$ cat config.mk
export PLATFORM = sky130hd
export DESIGN_NAME = store_queue
export DESIGN_NICKNAME = d
export VERILOG_FILES = /design/src/rtl/store_queue.sv
export SDC_FILE = /design/constraint.sdc
export NUM_CORES = 1
export LEC_CHECK = 0
export BUFFER_PORTS_ARGS = -buffer_cell sky130_fd_sc_hd__buf_2
export CAP_MARGIN = 10
export CORE_MARGIN = 4
export CORE_UTILIZATION = 35
export DETAILED_ROUTE_END_ITERATION = 10
export PLACE_DENSITY = 0.5
export SYNTH_ARGS = -nofsm -noshare
export SYNTH_HDL_FRONTEND = slang
export SYNTH_SLANG_ARGS = --single-unit
$ cat constraint.sdc
create_clock -name CLK -period 12.7 [get_ports CLK]
set_input_delay 0.635 -clock CLK [delete_from_list [all_inputs] [get_ports CLK]]
set_output_delay 0.635 -clock CLK [all_outputs]
set_load 0.01 [all_outputs]
$ cat src/rtl/store_queue.sv
// Posted-store buffer: aligns RV32I stores, queues them and replays them one at a time to datamem.
// Build option: define STORE_SQ_FWD_EN for per-entry address compare on LD_CONFLICT.
module store_queue #(
    parameter int DEPTH_LOG2 = 2
) (
    input  logic        CLK,
    input  logic        RST,
    input  logic        ST_VALID,
    output logic        ST_READY,
    input  logic [31:0] ST_ADDR,
    input  logic [2:0]  ST_FUNCT3,
    input  logic [31:0] ST_DATA,
    output logic        ST_MISALIGN,
    input  logic [31:0] LD_ADDR,
    output logic        LD_CONFLICT,
    output logic        SQ_EMPTY,
    output logic [31:0] WRADDR,
    output logic        WREN,
    output logic [3:0]  WRSTRB,
    output logic [31:0] WRDATA,
    input  logic        LOADING
);

    localparam int DEPTH = 1 << DEPTH_LOG2;
    localparam logic [DEPTH_LOG2:0] FULL = (DEPTH_LOG2 + 1)'(DEPTH);

    logic [DEPTH_LOG2-1:0] wr_ptr_q, wr_ptr_d;
    logic [DEPTH_LOG2-1:0] rd_ptr_q, rd_ptr_d;
    logic [DEPTH_LOG2:0]   count_q, count_d;
    logic [DEPTH-1:0]      ent_vld_q, ent_vld_d;
    logic [29:0]           ent_addr_q [DEPTH];
    logic [29:0]           ent_addr_d [DEPTH];
    logic [3:0]            ent_strb_q [DEPTH];
    logic [3:0]            ent_strb_d [DEPTH];
    logic [31:0]           ent_data_q [DEPTH];
    logic [31:0]           ent_data_d [DEPTH];

    logic        wren_q, wren_d;
    logic [31:0] wraddr_q, wraddr_d;
    logic [3:0]  wrstrb_q, wrstrb_d;
    logic [31:0] wrdata_q, wrdata_d;
    logic        misalign_q, misalign_d;

    logic        st_legal;
    logic [3:0]  st_strb;
    logic [31:0] st_data;
    logic        enq;
    logic        issue;
    logic        sq_empty;

    always_comb begin
        st_legal = 1'b0;
        st_strb  = 4'b0000;
        st_data  = 32'h0;
        case (ST_FUNCT3)
            3'b000: begin
                st_legal = 1'b1;
                st_strb  = 4'b0001 << ST_ADDR[1:0];
                st_data  = {4{ST_DATA[7:0]}};
            end
            3'b001: begin
                st_legal = !ST_ADDR[0];
                st_strb  = 4'b0011 << {ST_ADDR[1], 1'b0};
                st_data  = {2{ST_DATA[15:0]}};
            end
            3'b010: begin
                st_legal = (ST_ADDR[1:0] == 2'b00);
                st_strb  = 4'b1111;
                st_data  = ST_DATA;
            end
            default: st_legal = 1'b0;
        endcase
    end

    assign ST_READY = (count_q != FULL);
    assign enq      = ST_VALID && ST_READY && st_legal;
    // LOADING only reaches WREN through its flop; !wren_q covers the cycle before datamem reacts.
    assign issue    = (count_q != '0) && !LOADING && !wren_q;

    always_comb begin
        wr_ptr_d   = wr_ptr_q;
        rd_ptr_d   = rd_ptr_q;
        count_d    = count_q;
        ent_vld_d  = ent_vld_q;
        ent_addr_d = ent_addr_q;
        ent_strb_d = ent_strb_q;
        ent_data_d = ent_data_q;
        wren_d     = issue;
        wraddr_d   = wraddr_q;
        wrstrb_d   = wrstrb_q;
        wrdata_d   = wrdata_q;
        misalign_d = ST_VALID && ST_READY && !st_legal;

        if (issue) begin
            wraddr_d            = {ent_addr_q[rd_ptr_q], 2'b00};
            wrstrb_d            = ent_strb_q[rd_ptr_q];
            wrdata_d            = ent_data_q[rd_ptr_q];
            ent_vld_d[rd_ptr_q] = 1'b0;
            rd_ptr_d            = rd_ptr_q + 1'b1;
        end
        if (enq) begin
            ent_addr_d[wr_ptr_q] = ST_ADDR[31:2];
            ent_strb_d[wr_ptr_q] = st_strb;
            ent_data_d[wr_ptr_q] = st_data;
            ent_vld_d[wr_ptr_q]  = 1'b1;
            wr_ptr_d             = wr_ptr_q + 1'b1;
        end
        case ({enq, issue})
            2'b10:   count_d = count_q + 1'b1;
            2'b01:   count_d = count_q - 1'b1;
            default: count_d = count_q;
        endcase
    end

    always_ff @(posedge CLK or posedge RST) begin
        if (RST) begin
            wr_ptr_q   <= '0;
            rd_ptr_q   <= '0;
            count_q    <= '0;
            ent_vld_q  <= '0;
            for (int i = 0; i < DEPTH; i++) begin
                ent_addr_q[i] <= '0;
                ent_strb_q[i] <= '0;
                ent_data_q[i] <= '0;
            end
            wren_q     <= 1'b0;
            wraddr_q   <= '0;
            wrstrb_q   <= '0;
            wrdata_q   <= '0;
            misalign_q <= 1'b0;
        end else begin
            wr_ptr_q   <= wr_ptr_d;
            rd_ptr_q   <= rd_ptr_d;
            count_q    <= count_d;
            ent_vld_q  <= ent_vld_d;
            ent_addr_q <= ent_addr_d;
            ent_strb_q <= ent_strb_d;
            ent_data_q <= ent_data_d;
            wren_q     <= wren_d;
            wraddr_q   <= wraddr_d;
            wrstrb_q   <= wrstrb_d;
            wrdata_q   <= wrdata_d;
            misalign_q <= misalign_d;
        end
    end

    assign sq_empty    = (count_q == '0) && !wren_q && !LOADING;
    assign SQ_EMPTY    = sq_empty;
    assign WREN        = wren_q;
    assign WRADDR      = wraddr_q;
    assign WRSTRB      = wrstrb_q;
    assign WRDATA      = wrdata_q;
    assign ST_MISALIGN = misalign_q;

`ifdef STORE_SQ_FWD_EN
    logic ld_hit;

    always_comb begin
        ld_hit = wren_q && (wraddr_q[31:2] == LD_ADDR[31:2]);
        for (int i = 0; i < DEPTH; i++) begin
            if (ent_vld_q[i] && (ent_addr_q[i] == LD_ADDR[31:2])) begin
                ld_hit = 1'b1;
            end
        end
    end

    assign LD_CONFLICT = ld_hit;
`else
    // Without forwarding any pending store stalls every load, so the load address is not needed.
    logic ld_addr_unused;
    assign ld_addr_unused = ^LD_ADDR;
    assign LD_CONFLICT    = !sq_empty;
`endif

endmodule

== Word level (Yosys, flattened, before mapping) ==
Cells that the tools add are included.
Cells by class
  bitwise logic cells: 2
  eq/ne operators: 5
  shift operators: 2
  $lt $le $gt $ge: 3
  add/subtract/negate cells: 4
  multiplexer cells: 22
  reductions and logical operators: 18
Operators by type and width (count)
  $bwmux 128: 1
  $bwmux 120: 1
  $mux 32: 3
  $pmux 32 s3: 1
  $mux 30: 3
  $bmux 32 s2: 1
  $demux 32 s2: 1
  $bmux 30 s2: 1
  $demux 30 s2: 1
  $bwmux 16: 1
  $mux 4: 3
  $pmux 4 s3: 1
  $bmux 4 s2: 1
  $demux 4 s2: 1
  $logic_and 1x1->1: 8
  $ge 3x3->1 const B: 2
  $logic_not 3->1: 2
  $not 2->3: 2
  $pmux 3 s2: 1
  $logic_not 1->1: 5
  $add 2x1->2 const B: 2
  $shl 1x2->4 const A: 1
  $shl 2x2->4 const A: 1
  $add 3x1->3 const B: 1
  other kinds (11): 11
Storage, ports and cells
  logic and storage cells: 76
  input bits: 103
  register bits: 339
  output and inout bits: 73

== Longest topological paths before layout ==
Gate-level depths: netlist (run 1).
  word-level depth: 6
  mapped depth: 10
  mapped depth without buffers: 8

== Worst setup path before layout (run 1) ==
No wires, ideal clock.
  kind: input-to-reg
  start point: input LOADING
  end point: register count_q[2]
  arrival: 2.392 ns
  path buffers: 2
  required time: 12.621 ns
  setup slack: 10.229 ns
  stages on the path: 9
  library setup time: 0.079 ns
  path through: nor3_2 > buf_2 > buf_2 > ha_1 > inv_1 > fa_1 > xor2_1 > nor2_1 > xor2_1
Between the ends
  word-level cells in the longest chain between the ends: 5
  elaborated cells between the ends (all ways): 7
  those cells by class: 2 x eq/ne; 1 x mux; 4 x reduce/logical
Ends and longest elaborated chain
  start: declaration: RTL line 21  | input logic LOADING
  $logic_not 1->1 (*): RTL line 78  | assign issue = (count_q != '0) && !LOADING && !wren_q;
  $logic_and 1x1->1 (*) (2 in a row): RTL line 78
  via issue: RTL line 48  | logic issue;
  $eq 2x1->1 / $eq 2x2->1 (equally long branches): RTL line 108  | case ({enq, issue})
  $pmux 3 s2 / $reduce_bool 2->1 (equally long branches)
  end signal: assignment: RTL line 134  | count_q <= count_d;
  end: declaration: RTL line 29  | logic [DEPTH_LOG2:0] count_q, count_d;
The timed path passes the listed nets; every way through them passes the cells marked *.
A chain may end at the register's enable or synchronous reset.

== Worst setup path after layout (run 1) ==
  start point: register count_q[0]
  end point: register ent_addr_q[119] (netlist bit)
Between the ends
  word-level cells in the longest chain between the ends: 3
Ends and longest elaborated chain
  $ne 3x3->1: RTL line 75  | assign ST_READY = (count_q != FULL);
  $logic_and 1x1->1 (2 in a row): RTL line 76  | assign enq = ST_VALID && ST_READY && st_legal;
  end signal: assignment: RTL line 136  | ent_addr_q <= ent_addr_d;
  end: declaration: RTL line 31  | logic [29:0] ent_addr_q [DEPTH];
No other way between the ends.

==> results of run 1 <==
## routing by layer
layer,wire [um],GRT usage [%]
met1,16900,22.4
met4,657,4.27
met5,13,0
met3,1710,3.14
met2,15700,24.2
## worst reg2reg max path: cells and delay by family, from the launching register on
family	cells	cell delay [ns]
AND/OR/NAND/NOR	1	0.64
multiplexers	1	0.46
flip-flops	1	0.42
AO/OA/AOI/OAI	1	0.38
buffers and inverters	2	1.24
## power by group
group | total (uW) | switching [uW] | internal, uW
combinational | 1310 | 526 | 786
sequential | 1830 | 282 | 1550
clock | 1070 | 436 | 630
## cell families after synthesis
logic type,after synthesis
AO/OA/AOI/OAI,182
XOR/XNOR,7
adder cells (fa/ha/maj),6
buffers and inverters,85
flip-flops,339
multiplexers,262
other,1
AND/OR/NAND/NOR,195
## flip-flops by register name, summed over array words and instances, names as in the netlist
| signal | cells |
|---|---|
| ent_data_q | 128 |
| ent_addr_q | 120 |
| WRDATA | 32 |
| WRADDR | 30 |
| ent_strb_q | 16 |
| WRSTRB | 4 |
| count_q | 3 |
| rd_ptr_q | 2 |
| wr_ptr_q | 2 |
| ST_MISALIGN | 1 |
| WREN | 1 |
## cell usage in the layout (no fill, tap or decap), types with 2 or more instances in the layout
cell type and instances:
a21oi_1 22, clkbuf_16 39, mux4_2 66, inv_1 7, dfrtp_1 337, a22oi_1 4, mux2_2 75, xor2_1 4
nor2b_1 11, or2_2 12, clkinv_2 7, nand2_1 154, o21ai_0 148, clkbuf_1 10, nor2_1 14, xnor2_1 3
clkbuf_8 8, ha_1 5, mux2_4 112, o2111ai_4 4, dfrtp_4 2, buf_4 15, nor3_4 2, buf_2 141
conb_1 2, mux2i_1 9
## per-stage QoR
stage	hold slack, ns	instances	power (uW)	setup WS, ns
global route	0.320	1762	4500	9.28
finish	0.254	1763	4210	9.43
floorplan	0.445	1078	2810	2.67
CTS	0.281	1762	4290	9.41
global placement	0.456	1696	3160	8.97
detailed placement	0.465	1696	3190	8.96
## area by class of cell
| class | instances | area [um^2] | area share, % |
|---|---|---|---|
| Antenna cell | 1 | 2.50 | 0.0145 |
| Clock buffer | 57 | 1120 | 6.49 |
| Clock inverter | 9 | 73.8 | 0.426 |
| Inverter | 8 | 37.5 | 0.217 |
| Multi-Input combinational cell | 654 | 6090 | 35.2 |
| Sequential cell | 339 | 8490 | 49.0 |
| Tap cell | 539 | 674 | 3.89 |
| Timing Repair Buffer | 156 | 818 | 4.73 |
## worst max-delay path by stage
| stage | start | end |
|---|---|---|
| after detailed placement | ST_FUNCT3[0] | ent_addr_q[88] |
| after global placement | ST_FUNCT3[0] | ent_addr_q[88] |
| after CTS | count_q[0] | ent_addr_q[119] |
| final | count_q[0] | ent_addr_q[119] |
| after floorplan | RST | ST_MISALIGN |
| after global routing | count_q[0] | ent_addr_q[119] |
==> run metrics, run 1 <==
outcome complete, no violations; IO buf count 141; register bit count reported by yosys 339; maximum clock path buffer count 3; Overall Global Routing Usage between 10% and 20%; Max Cap Violations 0; Peak Freq 306 MHz; gpl congestion 0.780; Worst Path Max Fanout 46; total negative slack 0 ns; first-pass GRT wire length 57300 um; worst-margin pin slew 1.05 ns; post-synthesis cell count ~1100; Post-DP HPWL 21200 um; vias in the first global route 9692; io pins around 180; Post-synth EDFFs 0; Final Util between 40% and 50%; die width 215 um; worst endpoint data arrival time 3.68 ns; top post-synthesis cells by area dfrtp_1 56%, mux2_4 11%, mux4_2 9.9%, mux2_2 5.6%, o21ai_0 4.9%; largest net degree at the start of global routing 117; Via Count 8735; top_reg_cell synth dfrtp_1; drt pass-1 iters 4; Syn Area/Cell 14.0 um^2; Layout Nets 1307; skew final 0.0219 ns; kind of critical path flop to flop; Layout area overhead 15.0%; H-tree level count 2; r2r endpoint ent_addr_q[119]; min cycle time layout 3.27 ns; row count 75; PwrDens roughly 240 nW/um^2; Inserted Clock Buffers 39; fraction of synthesized cell area in xor and xnor cells less than 1%; share of cells above drive strength 1 39.8%; CP dominant cell by count buf_4; crit-path cells or3b_1 -> o2111ai_4 -> buf_4 -> buf_4 -> mux2_2; Post-DP Area 16100 um^2; Initial DRC Count 436; clock slew at reported path FFs 0.06 ns; synth cell count leaders 339 x dfrtp_1, 154 x nand2_1, 148 x o21ai_0; clock root buffer master clkbuf_16; most numerous cell in the Yosys netlist dfrtp_1; Clock Latency Late Sink 0.54 ns; Reg2Reg Depth 5; CP peak stage delay approximately 0.75 ns; multiplexer share of the synthesized area 27.2%; max_slew headroom 29.8%; Num Clock Sinks 339; RSZ-0062 raised after global routing false; Vias/cell just under 5; simple-gate area share of the yosys netlist 5.41%; Req. time, crit path 13.11 ns; WL per Instance 19.9 um; CP endpoint kind flop; postcts setup bufs 0; Critical Path Start Type flop; mapped cell area 15100 um^2; Worst VDD drop 0.0877 mV; fin. max-slew vios 0; Hold Fails Final Rpt 0; wirelength, routed 35000 um; Hold Buf Count CTS 0; Remaining DRCs 0; largest family of logic cells by synthesized area multiplexers; Leak 0.00829 uW; antenna-violating nets left 0; Die H 215 um; Starting Density 35.7%; Synth area leader dfrtp_1; slowest CP cell buf_4; area share of the largest cell type after synthesis 56.3%; core area 42200 um^2; Die Area 46400 um^2; final period utilization about 26%; yosys warns 0; final setup vio count 0; number of fill cells 4025; R2R Setup Slk roughly 9.4 ns; Post-synth ARST share 100%; Buf+Inv Stages, Crit Path 2; Reg-to-Reg Start count_q[0]; initial antenna violation count 2; total gr overflow 0; CP top delay family buffers and inverters; Compound-Gate Fraction of Synth Area 6.47%; Critical Path Stages 5; # resized after CTS 0; Min-Delay Path Class input pin to async pin; CTS tree built; Post-Synth Adder-Cell Area 0.548%; count of different cell masters after synthesis 34; Final Cell Area 17300 um^2; sequential area share after synthesis 56.3%
Note: power is estimated with default switching activity, not from simulation.
==> inputs of run 2 (changes only) <==
clock period = 3.1 ns   (was 12.7 ns; I/O delays follow)
==> run metrics, run 2 (synthesis results as in run 1) <==
outcome complete, no violations (unchanged); row count 75 (unchanged); Post-DP HPWL 22000 um (was 21200 um); met1 WL 16700 um (was 16900 um); R2R Setup Slk 0.56 ns (was 9.43 ns); Cell Int Power 12600 uW (was 2970 uW); H-tree level count 2 (unchanged); CP dominant cell by count xor2_1 (was buf_4); switch share 29.3% (was 29.5%); worst endpoint data arrival time 3.01 ns (was 3.68 ns); share of cells above drive strength 1 39.2% (was 39.8%); Min-Delay Path Class input pin to flop (was input pin to async pin); Max Cap Violations 0 (unchanged); Clock power frac 26.8% (was 25.3%); postcts setup bufs 0 (unchanged); drt pass-1 iters 4 (unchanged); Overall Global Routing Usage 15.7% (was 15.5%); most frequent cells in the layout 337 x dfrtp_1, 154 x nand2_1, 148 x o21ai_0 (unchanged); slowest CP cell or3b_1 (was buf_4); register area 8490 um^2 (unchanged); skew final 0.0252 ns (was 0.0219 ns); Critical Path Stages 8 (was 5); Via Count 9039 (was 8735); Starting Density 35.7% (unchanged); final period utilization 81.9% (was 25.7%); Vias/cell 4.95 (about the same); Peak Freq 394 MHz (was 306 MHz); fin. max-slew vios 0 (unchanged); Hold Fails Final Rpt 0 (unchanged); wirelength, routed 35600 um (was 35000 um); Clock Latency Late Sink 0.56 ns (was 0.54 ns); Die H 215 um (unchanged); Critical Path Start Type flop (unchanged); PwrDens 982 nW/um^2 (was 243 nW/um^2); first-pass GRT wire length 57800 um (was 57300 um); kind of critical path flop to flop (unchanged); final setup vio count 0 (unchanged); largest register by flop count ent_data_q (unchanged); Reg power frac 41.8% (was 43.5%); RSZ-0062 raised after global routing false (unchanged); die width 215 um (unchanged); combinational share of power 31.3% (was 31.2%); vias in the first global route 9877 (was 9692); Worst Path Max Fanout 7 (was 46); Die Area 46400 um^2 (unchanged); CTS tree built (unchanged); Reg2Reg Depth 8 (was 5); wire length on met2 16500 um (was 15700 um); Leak 0.00867 uW (was 0.00829 uW); Worst VDD drop 0.367 mV (was 0.0877 mV); Pwr Total 17800 uW (was 4210 uW); io pins 176 (unchanged); IO buf count 141 (unchanged); NetSw 5220 uW (was 1240 uW); largest net degree at the start of global routing 104 (was 117); final hold slack 0.0379 ns (was 0.254 ns); Reg-to-Reg Start count_q[0] (unchanged); antenna-violating nets left 0 (unchanged); min cycle time layout 2.54 ns (was 3.27 ns); pre-CTS WS 0.586 ns (was 8.96 ns); uppermost layer routed met5 (unchanged); Num Clock Sinks 339 (unchanged); CP peak stage delay 0.61 ns (was 0.75 ns); Layout area overhead 20.6% (was 15.0%); CP endpoint kind flop (unchanged); gpl congestion 0.783 (was 0.780); critical path startpoint count_q[0] (unchanged); worst-margin pin slew 0.878 ns (was 1.05 ns); total gr overflow 0 (unchanged); crit-path cells or3b_1 -> o211ai_1 -> ha_1 -> inv_1 -> fa_1 -> xor2_1 -> nor2_1 -> xor2_1 (was or3b_1 -> o2111ai_4 -> buf_4 -> buf_4 -> mux2_2); initial antenna violation count 1 (was 2); Final Util 43.0% (was 41.0%); number of fill cells 3913 (was 4025); commonest non-fill, non-tap cell in the layout dfrtp_1 (unchanged); clock root buffer master clkbuf_16 (unchanged); Remaining DRCs 0 (unchanged); WL per Instance 19.5 um (was 19.9 um); Initial DRC Count 448 (was 436); Layout Nets 1366 (was 1307); Req. time, crit path 3.57 ns (was 13.11 ns); core area 42200 um^2 (unchanged); Largest register FFs 128 (unchanged); r2r endpoint count_q[2] (was ent_addr_q[119]); Antenna diodes 0 (was 1); post-layout worst setup margin 0.563 ns (was 9.43 ns); maximum clock path buffer count 3 (unchanged); CP top delay family simple AND/OR/NAND/NOR gates (was buffers and inverters); Inserted Clock Buffers 41 (was 39); Buf+Inv Stages, Crit Path 1 (was 2); WL met3 1650 um (was 1710 um); clock slew at reported path FFs 0.06 ns (about the same); Multi-input gate area 6090 um^2 (unchanged); Setup crit end count_q[2] (was ent_addr_q[119]); max_slew headroom 41.4% (was 29.8%)
-- run 2: changes by cell type in the layout (fill, tap and decap cells not counted), moves of 2 or more --
cell,before,now
dlygate4sd3_1,0,45
buf_12,0,13
clkbuf_16,39,43
clkbuf_8,8,12
clkinv_2,7,4
clkbuf_1,10,12
-- run 2: through the flow --
step | instances | area (um^2) | TNS [ns]
after detailed placement | 1708 | 16400 | 0
after floorplan | 1078 | 15100 | -538.18
after global routing | 1827 | 18200 | 0
final | 1827 | 18200 | 0
after global placement | 1708 | 16400 | 0
after CTS | 1827 | 18200 | 0
-- run 2: routing by layer --
layer	track usage, %	vias to the layer above
met4	3.71	2
li1	-	4179
met5	0	-
met3	3.80	58
met1	21.9	4624
met2	25.0	176
-- run 2: power groups by stage --
stage,registers [uW],clock network [uW],logic [uW]
2_1_floorplan,7300,0,4230
3_3_place_gp,7490,0,5560
3_5_place_dp,7550,0,5660
4_1_cts,7500,4970,5720
5_1_grt,7730,5140,6160
6_report,7470,4790,5590
-- run 2: timing repair --
item / in CTS / in global routing
setup endpoints to repair: 0 / 0
gates resized for setup: 0 / 0
hold endpoints to repair: 176 / 0
hold buffers: 45 / 0
-- run 2: cell type report --
cell class                 count  share of cell area (%)
clock buffer                  67                    7.08
clock inverter                 7                   0.372
inverter                       8                   0.186
multi-input combinational    654                    33.5
sequential                   339                    46.7
tap                          539                    3.71
timing repair buffer         213                    8.37
-- run 2: worst min-delay path by stage --
| stage | start | endpoint | slack [ns] | cells past startpoint |
|---|---|---|---|---|
| floorplan | ST_VALID | ST_MISALIGN | 0.28 | 1 |
| global route | ST_DATA[31] | ent_data_q[63] | 0.05 | 3 |
| global placement | RST | WRDATA[9] | 0.22 | 2 |
| finish | ST_DATA[28] | ent_data_q[92] | 0.04 | 3 |
| detailed placement | RST | WREN | 0.23 | 2 |
| CTS | ST_DATA[5] | ent_data_q[69] | 0.004 | 3 |
-- run 2: worst register-to-register path, delay by kind of cell, from the launching register on --
kind	cells	cell delay [ns]
AOI/OAI and AO/OA	1	0.29
xor gates and xnor gates	2	0.33
adders and majority gates	2	0.63
buffers and inverters	1	0.07
DFF	1	0.41
and+or+nand+nor	2	0.73
